[src/rtl/tm_slave_tag_responder.sv]
// Slave-side credit shell: forwards tagged requests to a module and stamps each
// in-order module response with the {tag, src, vc} context of its request.
module tm_slave_tag_responder #(
    parameter int WIDTH_TAG        = 8,
    parameter int ADDRESS_WIDTH    = 4,
    parameter int VC_ADDRESS_WIDTH = 2,
    parameter int WIDTH_DATA_IN    = 36,
    parameter int WIDTH_DATA_OUT   = 36,
    parameter int DEPTH            = 8
) (
    input  logic                          clk,
    input  logic                          preset_full,
    input  logic                          req_valid_in,
    output logic                          req_ready_out,
    input  logic [WIDTH_DATA_IN-1:0]      req_data_in,
    input  logic [WIDTH_TAG-1:0]          req_tag_in,
    input  logic [ADDRESS_WIDTH-1:0]      req_src_in,
    input  logic [VC_ADDRESS_WIDTH-1:0]   req_vc_in,
    output logic                          req_valid_out,
    input  logic                          req_ready_in,
    output logic [WIDTH_DATA_IN-1:0]      req_data_out,
    input  logic                          rsp_valid_in,
    output logic                          rsp_ready_out,
    input  logic [WIDTH_DATA_OUT-1:0]     rsp_data_in,
    output logic                          rsp_valid_out,
    input  logic                          rsp_ready_in,
    output logic [WIDTH_DATA_OUT-1:0]     rsp_data_out,
    output logic [WIDTH_TAG-1:0]          rsp_tag_out,
    output logic [ADDRESS_WIDTH-1:0]      rsp_dst_out,
    output logic [VC_ADDRESS_WIDTH-1:0]   rsp_vc_out,
    output logic [$clog2(DEPTH+1)-1:0]    outstanding,
    output logic                          orphan_err
);
    localparam int CW = $clog2(DEPTH + 1);
    localparam int PW = $clog2(DEPTH);

    typedef struct packed {
        logic [WIDTH_TAG-1:0]        tag;
        logic [ADDRESS_WIDTH-1:0]    src;
        logic [VC_ADDRESS_WIDTH-1:0] vc;
    } ctx_t;

    ctx_t                      ctx_q [DEPTH];
    ctx_t                      ctx_d [DEPTH];
    logic [CW-1:0]             cnt_q, cnt_d;
    logic [PW-1:0]             wr_ptr_q, wr_ptr_d;
    logic [PW-1:0]             rd_ptr_q, rd_ptr_d;
    logic                      ov_q, ov_d;
    logic                      orphan_q, orphan_d;
    logic [WIDTH_DATA_OUT-1:0] data_q, data_d;
    ctx_t                      out_ctx_q, out_ctx_d;

    logic can_issue, push, rsp_acc, pop, orphan;

    assign can_issue     = cnt_q < CW'(DEPTH);
    assign req_valid_out = req_valid_in & can_issue;
    assign req_ready_out = req_ready_in & can_issue;
    assign req_data_out  = req_data_in;
    assign rsp_ready_out = ~ov_q | rsp_ready_in;

    assign push    = req_valid_in & req_ready_out;
    assign rsp_acc = rsp_valid_in & rsp_ready_out;
    // Contexts become visible only after the push edge, so a response in the
    // same cycle as the first push into an empty FIFO is an orphan.
    assign pop     = rsp_acc & (cnt_q != '0);
    assign orphan  = rsp_acc & (cnt_q == '0);

    always_comb begin
        ctx_d     = ctx_q;
        cnt_d     = cnt_q + CW'(push) - CW'(pop);
        wr_ptr_d  = wr_ptr_q;
        rd_ptr_d  = rd_ptr_q;
        ov_d      = ov_q;
        orphan_d  = orphan_q | orphan;
        data_d    = data_q;
        out_ctx_d = out_ctx_q;
        if (push) begin
            ctx_d[wr_ptr_q] = '{tag: req_tag_in, src: req_src_in, vc: req_vc_in};
            wr_ptr_d        = wr_ptr_q + PW'(1);
        end
        if (pop) begin
            data_d    = rsp_data_in;
            out_ctx_d = ctx_q[rd_ptr_q];
            ov_d      = 1'b1;
            rd_ptr_d  = rd_ptr_q + PW'(1);
        end else if (rsp_ready_in) begin
            ov_d = 1'b0;
        end
    end

    always_ff @(posedge clk or posedge preset_full) begin
        if (preset_full) begin
            for (int i = 0; i < DEPTH; i++) ctx_q[i] <= '0;
            cnt_q     <= '0;
            wr_ptr_q  <= '0;
            rd_ptr_q  <= '0;
            ov_q      <= 1'b0;
            orphan_q  <= 1'b0;
            data_q    <= '0;
            out_ctx_q <= '0;
        end else begin
            ctx_q     <= ctx_d;
            cnt_q     <= cnt_d;
            wr_ptr_q  <= wr_ptr_d;
            rd_ptr_q  <= rd_ptr_d;
            ov_q      <= ov_d;
            orphan_q  <= orphan_d;
            data_q    <= data_d;
            out_ctx_q <= out_ctx_d;
        end
    end

    assign rsp_valid_out = ov_q;
    assign rsp_data_out  = data_q;
    assign rsp_tag_out   = out_ctx_q.tag;
    assign rsp_dst_out   = out_ctx_q.src;
    assign rsp_vc_out    = out_ctx_q.vc;
    assign outstanding   = cnt_q;
    assign orphan_err    = orphan_q;
endmodule
[config.mk]
export PLATFORM = sky130hd
export DESIGN_NAME = tm_slave_tag_responder
export DESIGN_NICKNAME = d
export VERILOG_FILES = /design/src/rtl/tm_slave_tag_responder.sv
export SDC_FILE = /design/constraint.sdc
export NUM_CORES = 1
export LEC_CHECK = 0
export ABC_AREA = 0
export CORE_UTILIZATION = 46
export DETAILED_ROUTE_END_ITERATION = 8
export HOLD_SLACK_MARGIN = 0.05
export PLACE_DENSITY_LB_ADDON = 0.15
export RECOVER_POWER = 50
export SETUP_SLACK_MARGIN = 0.15
export SYNTH_ARGS = -nofsm -noshare
export SYNTH_HDL_FRONTEND = slang
export SYNTH_SLANG_ARGS = --single-unit
export TNS_END_PERCENT = 100
[constraint.sdc]
create_clock -name clk -period 7.9 [get_ports clk]
set_input_delay 1.185 -clock clk [delete_from_list [all_inputs] [get_ports clk]]
set_output_delay 1.185 -clock clk [all_outputs]
set_load 0.02 [all_outputs]
==> out/summary.txt <==
via count - 4814
Sw Ratio - 0.323
setup TNS - 0 ns
Clock power frac - 0.229
Die X - 134 um
Most common cell on crit path - clkbuf_1
status - complete, but fails checks
Worst Setup End Kind - flop
drt drc - 0
cts bufs inserted - 17
slowest CP cell - clkbuf_1
fin cells - 859
skew final - 0.00875 ns
Tmin final - 5.16 ns
grt ovf - 0
slowest stage delay, CP - 2.11 ns
CP max FO - 53
Area growth syn-to-layout - 20.1%
Synth top area share - 0.544
pin count of the biggest net entering global routing - 102
wire per inst - 20.1 um
Gate power share - 0.369
Clock Sinks - 174
Crit. Startpoint - rsp_ready_in
Max Buffers Root-to-Sink - 2
r2r setup slk - 3.68 ns
setup slack after layout - 2.74 ns
final WL - 17.2 mm
Total GRT Usage - 0.210
RSZ-0062 raised after global routing - no
synth top area cells - dfrtp_1 54%, mux2_2 22%, mux2_4 3.8%
Post-Syn Instances - 555
Syn Nets - 655
Post-synth EDFFs - 0
dpl ws - 4.09 ns
highest clock rate - 194 MHz
Port Buffer Count - 114
dpl cells - 827
Critical R2R Capture - rsp_data_out[32]$_DFFE_PP0P_
maximum VDD drop - 0.000236 V
critical path startpoint category - input pin
Syn Area/Cell - 14.4 sq um
initial antenna violation count - 0
Slew Limit Fails - 156
Mapped Area - 8010 sq um
CTS H-Tree Depth - 4
Flop pwr share - 0.402
layout cells sized above 1 - 0.344
Min-Delay Path Class - flop to flop
Rel. slew slack - -2.00
first-pass GRT wire length - 28.6 mm
largest area contributor in the netlist - dfrtp_1
setup repair bufs after CTS - 0
failing checks - max-capacitance violations, max-slew violations
most used flip-flop cell after synthesis - dfrtp_1
CTS Hold Bufs - 0
die footprint - 17900 sq um
Clock transition at path regs - 0.06 ns
#FFs+latches synth - 174
Setup CP Type - input pin to flop
Slew @ Worst Pin - 4.48 ns
core area - 16800 sq um
iteration-0 DRC count of the detailed router - 246
Power Density - 391 nW/um^2
Seq/Total Area, Yosys - 0.544
placement row count - 47
PostCTS Resize Cnt - 0
DR vias/cell - 5.60
P_int - 0.00255 W
Nets - 726
die height - 134 um
R2R Path Start - rsp_valid_out$_DFFE_PP0P_
vias in the first global route - 5356
proportion of synthesized flip-flops having asynchronous set or reset - 1.00
Setup violations, final - 0
drt first pass iters - 5
# diodes - 0
gpl congestion - 0.720
crit-path cells - dlygate4sd3_1 -> nor2b_1 -> clkbuf_1 -> or3_2 -> clkbuf_1 -> mux2_2
Hold Fails Final Rpt - 0
commonest non-fill, non-tap cells in the layout - 173 x dfrtp_1, 155 x mux2_2, 60 x dlygate4sd3_1
Distinct cells, synth - 34
synth warn - 0
Lkg Pwr - 4.40 nW
CP Data Required Time - 8.20 ns
Clock Tree Root - clkbuf_16
crit share post-route - 0.653
Psw - 0.00121 W
worst r2r path cells - 5
max_cap viols - 2
CTS tree - yes
commonest non-fill, non-tap cell in the layout - dfrtp_1
DP HPWL - 10.5 mm
Worst-Skew Late Latency - 0.43 ns
Critical Path Sink - rsp_data_out[32]$_DFFE_PP0P_
starting density of the core - 0.476
Arrival @ worst endpoint - 5.46 ns
final antenna-violating net count - 0
top-level I/O count - 187
per-stage QoR:
step | instance area, sq um | utilization | hold slack [ns] | total power, W
after floorplan | 8010 | - | 0.460 | 0.00248
after global placement | 9030 | 0.537 | 0.452 | 0.00290
after detailed placement | 9030 | 0.537 | 0.458 | 0.00297
after CTS | 9640 | 0.573 | 0.472 | 0.00384
after global routing | 9620 | 0.572 | 0.500 | 0.00399
final | 9620 | 0.572 | 0.461 | 0.00376
cell usage after synthesis (7+ instances only):
master	n
buf_4	37
mux2_2	155
mux2i_1	28
ha_1	7
buf_2	15
clkbuf_1	10
a22o_1	14
dfrtp_1	174
o31ai_1	28
mux2_4	20
inv_1	11
o22ai_1	14
how the worst min path moves through the flow:
stage / startpoint / end / slack (ns) / cells past startpoint
6_report: orphan_err$_DFF_PP0_ / orphan_err$_DFF_PP0_ / 0.46 / 1
5_1_grt: orphan_err$_DFF_PP0_ / orphan_err$_DFF_PP0_ / 0.50 / 1
4_1_cts: orphan_err$_DFF_PP0_ / orphan_err$_DFF_PP0_ / 0.47 / 1
3_5_place_dp: orphan_err$_DFF_PP0_ / orphan_err$_DFF_PP0_ / 0.46 / 1
3_3_place_gp: orphan_err$_DFF_PP0_ / orphan_err$_DFF_PP0_ / 0.45 / 1
2_1_floorplan: ctx_q[42]$_DFFE_PP0P_ / ctx_q[42]$_DFFE_PP0P_ / 0.46 / 1
routing by layer:
metal	routed length [um]	GRT usage
met5	0	0
met4	347	0.0821
met3	962	0.0472
met2	8310	0.344
met1	7620	0.272
critical path: cells and delay by family:
family        cells  cell delay [ns]
buf+inv           3             3.38
mux               1             0.48
simple gates      2             0.37
power by group through the flow:
stage | combinational (W) | clock (W) | sequential, W
finish | 0.00139 | 0.000862 | 0.00151
detailed placement | 0.00144 | 0 | 0.00153
CTS | 0.00144 | 0.000884 | 0.00152
global route | 0.00150 | 0.000918 | 0.00157
floorplan | 0.000911 | 0 | 0.00157
global placement | 0.00140 | 0 | 0.00150
cells by family after synthesis:
| family | count (synthesis) | share of synthesized area |
|---|---|---|
| compound gates | 59 | 0.0552 |
| xor+xnor | 6 | 0.00656 |
| fa+ha+maj | 8 | 0.0134 |
| buf+inv | 79 | 0.0645 |
| flops | 174 | 0.544 |
| mux | 206 | 0.295 |
| simple gates | 23 | 0.0219 |
sequential cells by signal, summed over array words and instances (netlist names):
| register | flops |
|---|---|
| ctx_q | 112 |
| rsp_data_out | 36 |
| rsp_tag_out | 8 |
| outstanding | 4 |
| rsp_dst_out | 4 |
| rd_ptr_q | 3 |
| wr_ptr_q | 3 |
| rsp_vc_out | 2 |
| orphan_err | 1 |
| rsp_valid_out | 1 |
final cells by class:
| type | instances | area (sq um) |
|---|---|---|
| fill | 1420 | 7200 |
| sequential | 174 | 4360 |
| multi-input combinational | 302 | 3160 |
| timing repair buffer | 120 | 1180 |
| clock buffer | 22 | 474 |
| tap | 220 | 275 |
| clock inverter | 10 | 136 |
| inverter | 11 | 42.5 |
Power figures use the tool's default switching activity.
